`src/rtl/seven_seg_capture.sv`:
```
// seven_seg_capture: watches a multiplexed active-low seven-segment bus,
// waits for each (anode, segment) pair to settle and decodes it back into a
// 4-bit code stored per digit position.
// Optional: define SEVEN_SEG_CAPTURE_ERRCNT_EN to enable the saturating
// pattern error counter; otherwise err_count is tied to zero.
module seven_seg_capture #(
  parameter int unsigned STABLE_CYCLES = 4,
  parameter int unsigned SYNC_STAGES   = 2
) (
  input  logic        clk,
  input  logic        reset,
  input  logic [6:0]  seg_in,
  input  logic [3:0]  an_in,
  output logic [15:0] digits,
  output logic [3:0]  valid,
  output logic [3:0]  blank,
  output logic        update,
  output logic [1:0]  update_idx,
  output logic        pattern_err,
  output logic [7:0]  err_count
);

  typedef enum logic [1:0] {
    IDLE  = 2'd0,
    TRACK = 2'd1,
    LATCH = 2'd2,
    HOLD  = 2'd3
  } state_t;

  localparam logic [7:0] STABLE_LIMIT = 8'(STABLE_CYCLES);
  localparam bit         SINGLE_SHOT  = (STABLE_CYCLES <= 1);

  logic [6:0] seg_sync [SYNC_STAGES];
  logic [3:0] an_sync  [SYNC_STAGES];
  logic [6:0] seg_s;
  logic [3:0] an_s;

  logic       an_ok;
  logic [1:0] an_idx;
  logic       same;

  state_t     state, state_next;
  logic [6:0] ref_seg;
  logic [3:0] ref_an;
  logic [7:0] count, count_next;
  logic       load_ref;
  logic       latch_fire;

  logic [3:0] dec_code;
  logic       dec_valid;
  logic       dec_blank;

  // Input synchronizer chains; idle display (all lines high) after reset
  always_ff @(posedge clk or posedge reset) begin
    if (reset) begin
      for (int unsigned i = 0; i < SYNC_STAGES; i++) begin
        seg_sync[i] <= '1;
        an_sync[i]  <= '1;
      end
    end else begin
      seg_sync[0] <= seg_in;
      an_sync[0]  <= an_in;
      for (int unsigned i = 1; i < SYNC_STAGES; i++) begin
        seg_sync[i] <= seg_sync[i-1];
        an_sync[i]  <= an_sync[i-1];
      end
    end
  end

  assign seg_s = seg_sync[SYNC_STAGES-1];
  assign an_s  = an_sync[SYNC_STAGES-1];

  // Exactly one low anode selects a digit; anything else means no digit active
  always_comb begin
    an_ok  = 1'b1;
    an_idx = 2'd0;
    unique case (an_s)
      4'b1110: an_idx = 2'd0;
      4'b1101: an_idx = 2'd1;
      4'b1011: an_idx = 2'd2;
      4'b0111: an_idx = 2'd3;
      default: an_ok  = 1'b0;
    endcase
  end

  assign same = (seg_s == ref_seg) && (an_s == ref_an);

  // Segment pattern to code; the latched sample always equals the current
  // synchronized sample, so decoding seg_s directly is equivalent to the reference
  always_comb begin
    dec_code  = 4'hE;
    dec_valid = 1'b1;
    dec_blank = 1'b0;
    case (seg_s)
      7'b0000001: dec_code = 4'd0;
      7'b1001111: dec_code = 4'd1;
      7'b0010010: dec_code = 4'd2;
      7'b0000110: dec_code = 4'd3;
      7'b1001100: dec_code = 4'd4;
      7'b0100100: dec_code = 4'd5;
      7'b0100000: dec_code = 4'd6;
      7'b0001111: dec_code = 4'd7;
      7'b0000000: dec_code = 4'd8;
      7'b0000100: dec_code = 4'd9;
      7'b0001000: dec_code = 4'd10;
      7'b1111111: begin
        dec_code  = 4'hF;
        dec_blank = 1'b1;
      end
      default: begin
        dec_code  = 4'hE;
        dec_valid = 1'b0;
      end
    endcase
  end

  // Stability tracker next-state logic
  always_comb begin
    state_next = state;
    count_next = count;
    load_ref   = 1'b0;
    case (state)
      IDLE: begin
        count_next = '0;
        if (an_ok) begin
          load_ref   = 1'b1;
          count_next = 8'd1;
          state_next = SINGLE_SHOT ? LATCH : TRACK;
        end
      end
      TRACK: begin
        if (!an_ok) begin
          count_next = '0;
          state_next = IDLE;
        end else if (same) begin
          count_next = count + 8'd1;
          if (count_next >= STABLE_LIMIT) state_next = LATCH;
        end else begin
          load_ref   = 1'b1;
          count_next = 8'd1;
          state_next = SINGLE_SHOT ? LATCH : TRACK;
        end
      end
      LATCH: begin
        state_next = HOLD;
      end
      HOLD: begin
        if (!an_ok) begin
          count_next = '0;
          state_next = IDLE;
        end else if (!same) begin
          load_ref   = 1'b1;
          count_next = 8'd1;
          state_next = SINGLE_SHOT ? LATCH : TRACK;
        end
      end
      default: begin
        count_next = '0;
        state_next = IDLE;
      end
    endcase
  end

  // Outputs are registered on the edge entering LATCH, so they are visible
  // for exactly the cycle spent in LATCH
  assign latch_fire = (state_next == LATCH);

  // State, reference sample and stability counter
  always_ff @(posedge clk or posedge reset) begin
    if (reset) begin
      state   <= IDLE;
      count   <= '0;
      ref_seg <= '1;
      ref_an  <= '1;
    end else begin
      state <= state_next;
      count <= count_next;
      if (load_ref) begin
        ref_seg <= seg_s;
        ref_an  <= an_s;
      end
    end
  end

  // Per-digit storage and latch event pulses
  always_ff @(posedge clk or posedge reset) begin
    if (reset) begin
      digits      <= '0;
      valid       <= '0;
      blank       <= '0;
      update      <= 1'b0;
      update_idx  <= '0;
      pattern_err <= 1'b0;
    end else begin
      update      <= latch_fire;
      pattern_err <= latch_fire && !dec_valid;
      if (latch_fire) begin
        digits[{an_idx, 2'b00} +: 4] <= dec_code;
        valid[an_idx]                <= dec_valid;
        blank[an_idx]                <= dec_blank;
        update_idx                   <= an_idx;
      end
    end
  end

`ifdef SEVEN_SEG_CAPTURE_ERRCNT_EN
  // Saturating count of unknown patterns, stepped alongside each pattern_err pulse
  always_ff @(posedge clk or posedge reset) begin
    if (reset) begin
      err_count <= '0;
    end else if (latch_fire && !dec_valid && (err_count != 8'hFF)) begin
      err_count <= err_count + 8'd1;
    end
  end
`else
  assign err_count = '0;
`endif

endmodule

```
`config.mk`:
```
export PLATFORM = sky130hd
export DESIGN_NAME = seven_seg_capture
export DESIGN_NICKNAME = d
export VERILOG_FILES = /design/src/rtl/seven_seg_capture.sv
export SDC_FILE = /design/constraint.sdc
export NUM_CORES = 1
export LEC_CHECK = 0
export CAP_MARGIN = 20
export CORE_MARGIN = 3
export CORE_UTILIZATION = 50
export CTS_BUF_LIST = sky130_fd_sc_hd__clkbuf_4
export CTS_CLUSTER_SIZE = 14
export DETAILED_ROUTE_END_ITERATION = 10
export GPL_TIMING_DRIVEN = 0
export HOLD_SLACK_MARGIN = 0.1
export PLACE_DENSITY = 0.74
export SYNTH_ARGS = -nofsm -noshare
export SYNTH_HDL_FRONTEND = slang
export SYNTH_SLANG_ARGS = --single-unit
```
`constraint.sdc`:
```
create_clock -name clk -period 7.3 [get_ports clk]
set_input_delay 1.46 -clock clk [delete_from_list [all_inputs] [get_ports clk]]
set_output_delay 1.46 -clock clk [all_outputs]
set_load 0.1 [all_outputs]
```
**Word-level counts from Yosys, hierarchy flattened**

Index checks and enable logic that the tools add are counted.

- Input port bits: 13
- Register bits after elaboration: 71

- Equal/unequal tests: 22
- Add/sub/neg operators: 2
- Order comparisons: 3
- Shifts and indexed selects: 2
- Reduce and logical (&&, ||, !) cells: 11
- Multiplexer cells: 27

Operators with widths:

| operator | count |
|---|---|
| $pmux W4 S12 | 1 |
| $mux W8 | 4 |
| $pmux W8 S3 | 1 |
| $eq A7 B7 Y1 const B | 3 |
| $bwmux W16 | 1 |
| $shift A4 B6 Y16 const A | 1 |
| $shiftx A4 B6 Y16 | 1 |
| $eq A7 B3 Y1 const B | 2 |
| $eq A7 B4 Y1 const B | 2 |
| $eq A7 B6 Y1 const B | 2 |
| $eq A4 B4 Y1 const B | 3 |
| $mux W2 | 6 |
| $reduce_or A12 Y1 | 1 |
| $add A8 B1 Y8 const B | 1 |
| $bwmux W4 | 2 |
| $ge A8 B3 Y1 const B | 1 |
| $mux W1 | 8 |
| $pmux W2 S4 | 1 |
| $eq A7 B1 Y1 const B | 1 |
| $eq A7 B5 Y1 const B | 1 |
| $eq A7 B7 Y1 | 1 |
| $logic_not A7 Y1 | 1 |
| $eq A2 B2 Y1 const B | 3 |
| $neg A4 Y6 | 1 |
| 16 further kinds | 18 |

**Longest topological paths before layout**

Gate-level depths: netlist (run 1).

- Depth after elaboration: 8
- Mapped depth: 8
- Mapped depth without buffers: 8

**Worst setup path after synthesis (run 1)**

Ideal clock, no wire load.

- Path kind: flip-flop to flip-flop
- Start point: register seg_sync, in the netlist seg_s[4]
- End point: register blank[1]
- Setup slack: 4.896 ns
- Path buffers: 2
- Data arrival time: 2.278 ns
- Cell stages (with the launch flop): 9
- Clock period less this slack: 2.404 ns
- Data required time: 7.175 ns
- Cells stage by stage: dfstp_2 buf_6 xor2_1 nor4_2 nand3_2 or4_1 buf_2 nor3b_2 mux2_2

- Cells in the longest elaborated chain, start to end: 6
- Elaborated cells between the ends (all ways): 11
- Classes of those cells: eq/ne: 3; mux: 7; reduce/logical: 1

Ends and longest elaborated chain:

| what | line | source |
|---|---|---|
| start: declaration | 33 | `logic [6:0] seg_sync [SYNC_STAGES];` |
| start signal: indexed assignment | 64 | `seg_sync[i] <= seg_sync[i-1];` |
| $eq A7 B7 Y1 | 86 | `assign same = (seg_s == ref_seg) && (an_s == ref_an);` |
| $logic_and A1 B1 Y1 | 86 |  |
| $mux W2, on equally long branches | 151, 135 |  |
| $mux W2, on equally long branches | 148, 132 |  |
| $pmux W2 S4 | 122 | `case (state)` |
| $eq A2 B2 Y1 | 166 | `assign latch_fire = (state_next == LATCH);` |
| end signal: indexed assignment | 200 | `blank[an_idx] <= dec_blank;` |
| end: declaration | 16 | `output logic [3:0] blank,` |

Parallel ways exist; a longest one is shown, timed or not.
A chain may end at the register's enable or synchronous reset.

**Final worst setup path (run 1)**

- Start point: register digits[13]
- End point: output port digits[13]

RTL lines:

| what | line | source |
|---|---|---|
| start: declaration | 14 | `output logic [15:0] digits,` |
| start signal: indexed assignment | 198 | `digits[{an_idx, 2'b00} +: 4] <= dec_code;` |

No word-level cell between the ends.

==> flow_metrics.env, run 1 <==
export IMPL_status="complete, no violations"
export IMPL_drt_initial_drc_count=70
export IMPL_ir_drop_mv=0.135
export IMPL_syn_area_sq_um=3440
export IMPL_syn2layout_area_growth_pct=19.1
export IMPL_avgRoutedWirePerCell_microns=15.1
export IMPL_fin_crit_sh=0.464
export IMPL_fmax_ghz=0.295
export IMPL_cpPeakStageDelay_ns=1.14
export IMPL_async_flop_share=1.00
export IMPL_num_rows=29
export IMPL_worstSetupPathDepth=1
export IMPL_holdPathStages=0
export IMPL_final_common_cell="clkdlybuf4s50_1"
export IMPL_ant_nets=0
export IMPL_grt_pass1_wl_microns=10800
export IMPL_antenna_found_initial=0
export IMPL_synth_edf_count=0
export IMPL_root_buffer="clkbuf_4"
export IMPL_grt_overflow_total=0
export IMPL_cts_resized=0
export IMPL_layout_drive_gt1_share=0.309
export IMPL_pre_cts_slack_ns=4.36
export IMPL_drt_first_pass_iters=4
export IMPL_syn_avg_cell_area_sq_um=11.6
export IMPL_viasPerCell=5.45
export IMPL_start_kind="register"
export IMPL_yosysSeqAreaShare=0.528
export IMPL_clk_latency_ns=0.41
export IMPL_ioPinCount=49
export IMPL_rsz0062_at_grt="no"
export IMPL_timing_rr_end="digits[13]$_DFFE_PP0P_"
export IMPL_clock_path_buffers=2
export IMPL_cp_end_kind="output pin"
export IMPL_tightest_slew_ns=0.999
export IMPL_drv_cap=0
export IMPL_nets=374
export IMPL_rr_startpoint="seg_s[3]$_DFF_PP1_"
export IMPL_synth_distinct_cells=51
export IMPL_mostFrequentLayoutCells="clkdlybuf4s50_1 (40), dfrtp_1 (38), mux2_2 (36)"
export IMPL_hold_start="seg_sync[8]$_DFF_PP1_"
export IMPL_ys_top_cells_by_area="dfrtp_1 (28%), dfstp_2 (25%), mux2_2 (12%), xor2_1 (3.8%), nor2_1 (2.6%)"
export IMPL_hold_viol=0
export IMPL_htreeDepth=3
export IMPL_clk_pin_slew_ns=0.10
export IMPL_finalSetupTns_ns=0
export IMPL_diodes=0
export IMPL_die_h_microns=89.0
export IMPL_place_hpwl_microns=4650
export IMPL_synthDominantCellAreaShare=0.276
export IMPL_period_needed_ns=3.38
export IMPL_hold_end="seg_s[1]$_DFF_PP1_"
export IMPL_grt_pass1_vias=2285
export IMPL_reg2reg_setup_slack_ns=4.56
export IMPL_path_cells="clkdlybuf4s50_1"
export IMPL_p_leak_nw=1.84
export IMPL_track_usage=0.179
export IMPL_numClockSinks=71
export IMPL_postCtsSetupBuffers=0
export IMPL_gp_congestion=0.869
export IMPL_fin_ws_ns=3.92
export IMPL_dieWidth_microns=89.0
export IMPL_hold_buffers=0
export IMPL_synth_largest_area_cell="dfrtp_1"
export IMPL_io_buffer_count=40
export IMPL_holdCritPathClass="register to register"
export IMPL_slowest_stage="clkdlybuf4s50_1"
export IMPL_cts_buffers=9
export IMPL_critPathBufInv=1
export IMPL_yosys_most_used_dff="dfrtp_1"
export IMPL_finClkSkew_ns=0.0121
export IMPL_vias=2378
export IMPL_grt_max_degree=72
export IMPL_relSlewSlack=0.332
export IMPL_r2r_cells=7
export IMPL_path_delay_family="buffers and inverters"
export IMPL_synth_cells=296
export IMPL_start_util=0.530
export IMPL_yosys_warnings=0
export IMPL_ys_ff_latch=71
export IMPL_wirelength_microns=6580
export IMPL_required_ns=5.84
export IMPL_cts_tree="done"
export IMPL_slew_violations=0
export IMPL_coreArea_sq_um=6490
export IMPL_cp_max_fo=2
export IMPL_p_per_area_nw_per_um2=192
export IMPL_critPathArrivalTime_ns=1.92
export IMPL_setup_viol=0
export IMPL_path_class="register to output pin"
export IMPL_dieArea_sq_um=7920
export IMPL_drc=0
## routing by layer
layer,share of wire,global-route usage,up-vias
li1,-,-,1145
met1,0.46,0.231,1181
met2,0.47,0.287,43
met3,0.045,0.0461,9
met4,0.016,0.0731,0
met5,0,0,-
## stage by stage
step                      utilization  power [W]  hold WS [ns]  area [sq um]  instances
after floorplan                     -   0.000529         0.345          3470        303
after global placement          0.611   0.000548         0.346          3970        420
after detailed placement        0.611   0.000553         0.347          3970        420
after CTS                       0.631   0.000795         0.363          4100        436
after global routing            0.631   0.000828         0.371          4100        436
final                           0.631   0.000787         0.361          4100        436
## synthesized netlist by cell type (7+ instances only)
| cell | number |
|---|---|
| buf_4 | 8 |
| nor2_1 | 24 |
| dfrtp_1 | 38 |
| a21oi_1 | 10 |
| nor3_1 | 7 |
| dfstp_2 | 33 |
| nand3_1 | 12 |
| xor2_1 | 15 |
| mux2_2 | 36 |
| ha_1 | 7 |
| inv_1 | 9 |
| nand2_1 | 19 |
## cell type report
| class | count | area, sq um |
|---|---|---|
| fillers | 519 | 2390 |
| flip-flops and latches | 71 | 1820 |
| multi-input cells | 203 | 1500 |
| repair buffers | 40 | 400 |
| plain buffers | 20 | 118 |
| well taps | 77 | 96.3 |
| clock buffers | 11 | 82.6 |
| clock inverters | 5 | 48.8 |
| inverters | 9 | 36.3 |
## how the worst max path moves through the flow
stage | start | to | slack [ns]
final | digits[13]$_DFFE_PP0P_ | digits[13] | 3.92
after global routing | digits[13]$_DFFE_PP0P_ | digits[13] | 3.84
after floorplan | reset | blank[0]$_DFFE_PP0P_ | 4.10
after CTS | digits[13]$_DFFE_PP0P_ | digits[13] | 3.88
after global placement | reset | count[3]$_DFFE_PP0P_ | 2.95
after detailed placement | digits[13]$_DFFE_PP0P_ | digits[13] | 4.36
## power by group
part	switching (W)	internal (W)	total, W	leakage [nW]
Clock	0.000131	0.000110	0.000241	0.0780
Combinational	0.0000604	0.0000395	0.000100	0.885
Sequential	0.0000157	0.000430	0.000446	0.876
## state kept, by name, summed over array words and instances, names as in the netlist, 4 cells and up
name / count
ref_an: 4
an_sync: 4
ref_seg: 7
blank: 4
seg_s: 7
valid: 4
seg_sync: 7
digits: 16
count: 8
an_s: 4
## cells by family after synthesis
kind of cell	after synthesis	share of synthesized area
buf+inv	29	0.0440
xor+xnor	15	0.0382
compound gates	35	0.0767
simple gates	100	0.163
fa+ha+maj	7	0.0254
other cells	1	0.00109
flops	71	0.528
mux	38	0.124
Power figures use the tool's default switching activity.
==> inputs of run 2 (changes only) <==
==> constraint.sdc (replaced) <==
create_clock -name clk -period 3.3 [get_ports clk]
set_input_delay 0.66 -clock clk [delete_from_list [all_inputs] [get_ports clk]]
set_output_delay 0.66 -clock clk [all_outputs]
set_load 0.1 [all_outputs]
==> results of run 2 <==
Same layout as run 1 (identical final DEF). Status: complete, no violations.
Main changes from that run: setup slack after placement 4.36 ns -> 0.602 ns; setup slack after layout 3.92 ns -> 0.557 ns; start point of the critical path digits[13]$_DFFE_PP0P_ -> seg_s[3]$_DFF_PP1_; end point of the critical path digits[13] -> digits[13]$_DFFE_PP0P_; register-to-register setup slack 4.56 ns -> 0.56 ns; total power 0.000787 W -> 0.00174 W; worst IR drop on VDD 0.135 mV -> 0.299 mV
